===== config.mk =====
export PLATFORM = sky130hd
export DESIGN_NAME = ctrl_seq
export DESIGN_NICKNAME = d
export VERILOG_FILES = /design/src/rtl/ctrl_seq.sv
export SDC_FILE = /design/constraint.sdc
export NUM_CORES = 1
export LEC_CHECK = 0
export ABC_AREA = 0
export BUFFER_PORTS_ARGS = -buffer_cell sky130_fd_sc_hd__buf_4
export CAP_MARGIN = 20
export CORE_MARGIN = 5
export CORE_UTILIZATION = 32
export DETAILED_ROUTE_END_ITERATION = 7
export GPL_TIMING_DRIVEN = 0
export PLACE_DENSITY = 0.56
export SLEW_MARGIN = 30
export SYNTH_ARGS = -nofsm -noshare
export SYNTH_HDL_FRONTEND = slang
export SYNTH_SLANG_ARGS = --single-unit

===== constraint.sdc =====
create_clock -name clk -period 2.2 [get_ports clk]
set_input_delay 0.66 -clock clk [delete_from_list [all_inputs] [get_ports clk]]
set_output_delay 0.66 -clock clk [all_outputs]
set_load 0.005 [all_outputs]

===== src/rtl/ctrl_seq.sv =====
`default_nettype none
// ============================================================================
// Module   : ctrl_seq
// Purpose  : Multi-cycle fetch/execute sequencer that feeds a 4-bit register
//            file. It holds the program counter, addresses an external
//            combinational instruction ROM, then latches and decodes 8-bit
//            instructions. It drives the register-file selects, write enable
//            and write data. Write data is taken from the ALU result, from
//            read port B (MOV) or from an immediate operand (LDI).
// Optional : `define CTRL_SEQ_STEP_EN adds input step_req. FETCH then waits
//            for step_req=1, so one instruction runs per step_req pulse.
//            When the macro is undefined the sequencer free-runs.
// Ports    :
//   clk       in   1     system clock, rising edge
//   rst_n     in   1     asynchronous active-low reset
//   step_req  in   1     single-step request (CTRL_SEQ_STEP_EN only)
//   INSTR     in   8     ROM data for address PC_OUT, same cycle
//   PC_OUT    out  PC_W  program counter / ROM address
//   OUT_B     in   4     register file read port B (MOV source)
//   ALU_RES   in   4     ALU result
//   ALU_Z     in   1     ALU zero indication for ALU_RES
//   ALU_OP    out  3     ALU operation (IR[6:4])
//   SEL_A     out  2     read select A  (IR[3:2])
//   SEL_B     out  2     read select B  (IR[1:0])
//   SEL_W     out  2     write select   (IR[3:2])
//   write_en  out  1     register write enable, write at the edge ending EXEC
//   DATA_OUT  out  4     register write data (0 outside EXEC)
//   z_flag    out  1     registered zero flag
//   halted    out  1     high while in HALT
// Revision : 1.0 - initial release
// ============================================================================
module ctrl_seq #(
    parameter int PC_W = 4
) (
    input  logic            clk,
    input  logic            rst_n,
`ifdef CTRL_SEQ_STEP_EN
    input  logic            step_req,
`endif
    input  logic [7:0]      INSTR,
    output logic [PC_W-1:0] PC_OUT,
    input  logic [3:0]      OUT_B,
    input  logic [3:0]      ALU_RES,
    input  logic            ALU_Z,
    output logic [2:0]      ALU_OP,
    output logic [1:0]      SEL_A,
    output logic [1:0]      SEL_B,
    output logic [1:0]      SEL_W,
    output logic            write_en,
    output logic [3:0]      DATA_OUT,
    output logic            z_flag,
    output logic            halted
);

    // ------------------------------------------------------------------
    // Opcodes (IR[7:4])
    // ------------------------------------------------------------------
    localparam logic [3:0] c_OP_NOP  = 4'h0;
    localparam logic [3:0] c_OP_MOV  = 4'h1;
    localparam logic [3:0] c_OP_ADD  = 4'h2;
    localparam logic [3:0] c_OP_SUB  = 4'h3;
    localparam logic [3:0] c_OP_AND  = 4'h4;
    localparam logic [3:0] c_OP_OR   = 4'h5;
    localparam logic [3:0] c_OP_XOR  = 4'h6;
    localparam logic [3:0] c_OP_NOT  = 4'h7;
    localparam logic [3:0] c_OP_LDI  = 4'h8;
    localparam logic [3:0] c_OP_JMP  = 4'h9;
    localparam logic [3:0] c_OP_JZ   = 4'hA;
    localparam logic [3:0] c_OP_HALT = 4'hB;

    localparam logic [PC_W-1:0] c_PC_ONE = PC_W'(1);

    typedef enum logic [1:0] {
        ST_FETCH  = 2'd0,
        ST_FETCH2 = 2'd1,
        ST_EXEC   = 2'd2,
        ST_HALT   = 2'd3
    } state_t;

    // ------------------------------------------------------------------
    // State
    // ------------------------------------------------------------------
    state_t          r_state;
    logic [PC_W-1:0] r_pc;
    logic [7:0]      r_ir;
    logic [7:0]      r_opr;
    logic            r_z;
    logic            r_halted;
    logic            r_we;

    logic [3:0]      w_op;
    logic            w_step;
    logic            w_unused_opr;

    assign w_op = r_ir[7:4];

`ifdef CTRL_SEQ_STEP_EN
    assign w_step = step_req;
`else
    assign w_step = 1'b1;
`endif

    // Only the low bits of the operand feed the PC and LDI data; the upper
    // bits are kept in the register for completeness of the latched word.
    assign w_unused_opr = ^r_opr;

    // ------------------------------------------------------------------
    // Opcode classification
    // ------------------------------------------------------------------
    function automatic logic f_two_word(input logic [3:0] op);
        return (op == c_OP_LDI) || (op == c_OP_JMP) || (op == c_OP_JZ);
    endfunction

    function automatic logic f_writes(input logic [3:0] op);
        return (op >= c_OP_MOV) && (op <= c_OP_LDI);
    endfunction

    function automatic logic f_sets_z(input logic [3:0] op);
        return (op >= c_OP_ADD) && (op <= c_OP_NOT);
    endfunction

    // ------------------------------------------------------------------
    // Sequencer FSM
    // write_en is computed on entry to EXEC so that it is a clean register
    // output that is high exactly for the EXEC cycle of a writing opcode.
    // ------------------------------------------------------------------
    always_ff @(posedge clk or negedge rst_n) begin
        if (!rst_n) begin
            r_state  <= ST_FETCH;
            r_pc     <= '0;
            r_ir     <= 8'h00;
            r_opr    <= 8'h00;
            r_z      <= 1'b0;
            r_halted <= 1'b0;
            r_we     <= 1'b0;
        end else begin
            case (r_state)
                ST_FETCH: begin
                    if (w_step) begin
                        r_ir <= INSTR;
                        r_pc <= r_pc + c_PC_ONE;
                        if (f_two_word(INSTR[7:4])) begin
                            r_state <= ST_FETCH2;
                        end else begin
                            r_state <= ST_EXEC;
                            r_we    <= f_writes(INSTR[7:4]);
                        end
                    end
                end

                ST_FETCH2: begin
                    r_opr   <= INSTR;
                    r_pc    <= r_pc + c_PC_ONE;
                    r_state <= ST_EXEC;
                    r_we    <= f_writes(w_op);
                end

                ST_EXEC: begin
                    r_we <= 1'b0;
                    if (f_sets_z(w_op)) begin
                        r_z <= ALU_Z;
                    end
                    // JZ looks at the flag as it stood before this EXEC;
                    // the PC already points past the operand word when
                    // the branch is not taken.
                    case (w_op)
                        c_OP_JMP: begin
                            r_pc    <= r_opr[PC_W-1:0];
                            r_state <= ST_FETCH;
                        end
                        c_OP_JZ: begin
                            if (r_z) begin
                                r_pc <= r_opr[PC_W-1:0];
                            end
                            r_state <= ST_FETCH;
                        end
                        c_OP_HALT: begin
                            r_state  <= ST_HALT;
                            r_halted <= 1'b1;
                        end
                        default: begin
                            r_state <= ST_FETCH;
                        end
                    endcase
                end

                ST_HALT: begin
                    // Absorbing until reset.
                    r_state  <= ST_HALT;
                    r_halted <= 1'b1;
                    r_we     <= 1'b0;
                end

                default: begin
                    r_state <= ST_FETCH;
                    r_we    <= 1'b0;
                end
            endcase
        end
    end

    // ------------------------------------------------------------------
    // Write data mux. Selection depends only on state and IR; the data
    // itself comes from the live register-file / ALU inputs during EXEC.
    // ------------------------------------------------------------------
    always_comb begin
        DATA_OUT = 4'd0;
        if (r_state == ST_EXEC) begin
            case (w_op)
                c_OP_MOV: DATA_OUT = OUT_B;
                c_OP_ADD,
                c_OP_SUB,
                c_OP_AND,
                c_OP_OR,
                c_OP_XOR,
                c_OP_NOT: DATA_OUT = ALU_RES;
                c_OP_LDI: DATA_OUT = r_opr[3:0];
                default:  DATA_OUT = 4'd0;
            endcase
        end
    end

    // ------------------------------------------------------------------
    // Outputs
    // ------------------------------------------------------------------
    assign PC_OUT   = r_pc;
    assign ALU_OP   = r_ir[6:4];
    assign SEL_A    = r_ir[3:2];
    assign SEL_B    = r_ir[1:0];
    assign SEL_W    = r_ir[3:2];
    assign write_en = r_we;
    assign z_flag   = r_z;
    assign halted   = r_halted;

endmodule
`default_nettype wire


Word-level counts from Yosys, hierarchy flattened:

Cells that the tools add are included.

* memory bits (read-only): 0
* input bits: 19
* memory bits (writable): 0
* output and inout port bits: 20
* word-level logic and storage cells: 61
* bits in latches: 0
* memories kept: 0
* register bits after elaboration: 21

* muxes and demuxes: 12
* div/mod/pow operators: 0
* reductions and logical operators: 14
* bitwise logic cells: 0
* equal/unequal tests: 21
* order comparisons: 6
* shift-type cells: 0
* add/sub/neg operators: 1
* multiply operators: 0

Operators with widths (count)
* == test 4 bit, second input constant: 7
* == test 4 x 3 -> 1 bit, second input constant: 4
* case mux 4 bit (2 select lines): 2
* case mux 4 bit (3 select lines): 1
* == test 4 x 2 -> 1 bit, second input constant: 2
* >= comparator 4 x 1 -> 1 bit, second input constant: 2
* <= comparator 4 bit, second input constant: 2
* two-way mux 4 bit: 2
* case mux 2 bit (4 select lines): 1
* OR reduction 6 bit: 1
* adder 4 x 1 -> 4 bit, second input constant: 1
* == test 2 bit, second input constant: 2
* == test 4 x 1 -> 1 bit, second input constant: 1
* >= comparator 4 x 2 -> 1 bit, second input constant: 1
* <= comparator 4 x 3 -> 1 bit, second input constant: 1
* two-way mux 2 bit: 2
* AND reduction 2 bit: 2
* nonzero test 2 bit: 2
* OR reduction 2 bit: 2
* logical AND 1 bit: 3
* inequality test 3 x 1 -> 1 bit, second input constant: 1
* inequality test 3 bit, second input constant: 1
* case mux 1 bit (3 select lines): 1
* AND reduction 3 bit: 1
* 7 further kinds: 9

Logic depth before layout (Yosys ltp):

* word-level depth: 5
* mapped depth: 5
* gate-level depth less buffers: 4

Worst setup path after synthesis:

OpenSTA, ideal clock, no wires.

* kind: reg2out
* start: register r_ir[6]
* end: output DATA_OUT[0]
* stages on the path, launching flop included: 5
* data required time: 1540 ps
* arrival: 1173 ps
* slack: 367 ps
* cell sequence: dfrtp_1 -> nand2b_2 -> nor3_1 -> nand2_1 -> a21oi_1

* longest elaborated chain between the ends: 4
* elaborated cells on any way between the ends: 11
* classes of those cells: eq/ne: 8; mux: 2; reduce/logical: 1

RTL lines
* start, declared: line 85 `logic [7:0] r_ir;`
* start signal, assigned: line 131 `r_ir <= 8'h00;`
* start signal, assigned: line 140 `r_ir <= INSTR;`
* == test 4 x 2 -> 1 bit / == test 4 x 3 -> 1 bit (equally long branches): line 209 `case (w_op)`
* OR reduction 6 bit: line 209
* case mux 4 bit (3 select lines) (*): line 209
* two-way mux 4 bit (*): line 208 `if (r_state == ST_EXEC) begin`
* end, declared: line 50 `output logic [3:0] DATA_OUT,`

Mark *: on every way between the ends. The rest lies on a longest branch, timed or not.

Worst setup path in the final report:

Same ends and word-level chain as after synthesis.

==> flow_summary.yaml <==
synth:
  synth_top_area_cell: "dfrtp_1"
  synth_seq_cells: 21
  yosysMostFrequentCell: "dfrtp_1"
  synthSimpleGateAreaFrac_pct: 15.1
  synth_ff_type: "dfrtp_1"
  syn_inst: 116
  synth-seq-area-share_pct: 44.0
  synth_edf_count: 0
  synth_top_family_by_area: "simple AND/OR/NAND/NOR gates"
  synth_area_um2: 1190
  synth-xor-area-share_pct: 1.47
  synth_common_cells: "dfrtp_1, mux2_2, buf_4, o21ai_0"
  synth_top_area_share_pct: 44.0
  synthDistinctLibCells: 30
  synth_compound_area_share_pct: 13.9
  synthArstFlopShare_pct: 100
  synthMuxAreaShare_pct: 13.0
  syn_area_per_cell_um2: 10.3
  synth_adder_area_share_pct: 1.05
  yosys-top-cells-area: "dfrtp_1, mux2_2, buf_4"
  syn_nets: 136
  yosysWarnings: 0
timing:
  finClkSkew_ps: 3.05
  clock.fmax_mhz: 454
  report.final.slew_viol_count: 0
  slew_headroom_pct: 64.4
  hold_violations: 0
  setup_violations: 1
  rsz0062_at_grt: "yes"
  period_needed_ps: 2200
  tightest_slew_ps: 534
  finalCritPeriodShare_pct: 100
  fin_ws_ps: -3.44
hold_path:
  hp-class: "in -> async"
cells_and_area:
  multi_input_area_um2: 576
  seqCellArea_um2: 527
  fillers: 382
  antennaDiodeCount: 0
  synthToLayoutAreaGrowth_pct: 39.5
  drive_gt1_share_pct: 51.2
  finalNetCount: 183
floorplan:
  fp-row-count: 22
  initial_utilization_pct: 32.9
  dieArea_um2: 5050
  die_h_um: 71.1
  ios: 39
  core_area_um2: 3630
  fp.dieW_um: 71.1
worst_setup_path:
  end_kind: "output port"
  critPathKind: "reg -> out"
  worstPathMaxFanout: 5
  worstSetupStartpointType: "flop"
  critical_path_arrival_ps: 1540
  required_ps: 1540
pwr:
  p_leak_uw: 0.000760
  irDropWorstVdd_mv: 0.599
  p_per_area_nw_per_um2: 1480
  total_power_uw: 2470
clocking:
  clock-sinks: 21
  cts.path.max_buffers: 2
  numCtsBuffers: 3
  hold_buffers: 0
  cts_max_level: 1
  clk-insertion-delay-late_ps: 260
  tritoncts: "built"
  clkTransAtPathRegs_ps: 70
  cts_root_buf: "clkbuf_8"
drt:
  remaining_drc_errors: 0
  drt_iter0_drc: 21
  ant_nets: 0
  wl_um: 2840
  dr_total_vias: 1005
  firstDrtPassIters: 4
  viasPerCell: 4.79
  wl_per_cell_um: 13.5
placement:
  portBuffers: 38
  gp_congestion: 0.758
  hpwl_um: 2100
  dpl_worst_slack_ps: -52.4
global_route:
  grt_pass1_wl_um: 4730
  grt_start_max_net_pins: 22
  grt_pass1_vias: 1062
  antenna_found_initial: 0
  grt.overflow.total: 0
  track_usage_pct: 11.6
status:
  violations: "negative setup slack"
  outcome: "finished, violations left"
run:
  drv_cap: 0
report_power, final:
part | switching [uW] | internal (uW)
clock | 120 | 129
combinational | 626 | 855
sequential | 154 | 582
total | 900 | 1570
worst max-delay path, cell delays in order, from the launching register on:
cell,delay [ps]
dfrtp_2,430
buf_6,130
nor2_4,160
nand3_1,90
a21o_1,190
a21oi_2,150
buf_4,130
cell type report:
class / instances / area share, %
tap: 48 / 3.61
sequential: 21 / 31.6
clock buffer: 4 / 2.70
buffer: 15 / 7.66
timing repair buffer: 42 / 19.2
multi-input combinational: 77 / 34.6
inverter: 3 / 0.676
state kept, by name (all words and copies together) (netlist names):
| signal | cells |
|---|---|
| PC_OUT | 4 |
| halted | 1 |
| r_ir | 8 |
| r_opr | 4 |
| r_state | 2 |
| write_en | 1 |
| z_flag | 1 |
path summary, 6_finish.rpt:
check / slack [ps] / endpoint / startpoint / depth (start not counted)
min in group clk: 490 / halted / halted / 1
max in group asynchronous: 1690 / r_ir[6] / rst_n / 1
min: 270 / write_en / rst_n / 1
max reg2reg: 630 / PC_OUT[2] / r_ir[5] / 5
max: -3 / DATA_OUT[0] / r_ir[6] / 6
min reg2reg: 490 / halted / halted / 1
logic make-up after synthesis:
| family | after synthesis |
|---|---|
| and+or+nand+nor | 33 |
| buffers and inverters | 18 |
| adders and majority gates | 1 |
| DFF | 21 |
| muxes | 14 |
| xor gates and xnor gates | 2 |
| AOI/OAI and AO/OA | 27 |
layer usage:
metal	global-route usage (%)	up-vias	wire [um]	share of wire, %
met5	0	-	0	0
met4	3.76	0	8	0.28
met3	2.56	2	135	4.7
met2	20.4	22	1470	52
met1	14.0	490	1230	43
li1	-	491	-	-
layout by cell type, fill, tap and decap left out, drive strengths merged:
master / instances
a211o: 1
a21o: 4
a21oi: 7
a311o: 1
a31oi: 1
buf: 54
clkbuf: 7
dfrtp: 21
ha: 1
inv: 3
mux2: 12
mux2i: 2
nand2: 7
nand2b: 4
nand3: 6
nand3b: 2
nor2: 7
nor2b: 2
nor3: 4
o211ai: 1
o21a: 2
o21ai: 9
o32ai: 1
or4: 1
xnor2: 2
through the flow:
| stage | utilization (%) | instances | hold slack, ps | setup TNS [ps] | instance area (um2) |
|---|---|---|---|---|---|
| 3_3_place_gp | 42.4 | 202 | 462 | -209 | 1540 |
| 6_report | 45.8 | 210 | 274 | -3.44 | 1670 |
| 3_5_place_dp | 42.4 | 202 | 464 | -117 | 1540 |
| 2_1_floorplan | - | 116 | 364 | 0 | 1190 |
| 5_1_grt | 45.8 | 210 | 285 | -210 | 1670 |
| 4_1_cts | 45.1 | 208 | 279 | 0 | 1640 |
repair_timing:
| item | 4_1_cts | 5_1_grt |
|---|---|---|
| endpoints found under the setup margin | 4 | 4 |
| setup buffers | 2 | 2 |
| pin swaps | 3 | 5 |
| resized for setup | 10 | 3 |
| gates cloned | 0 | 0 |
(Power assumes the default switching activity.)
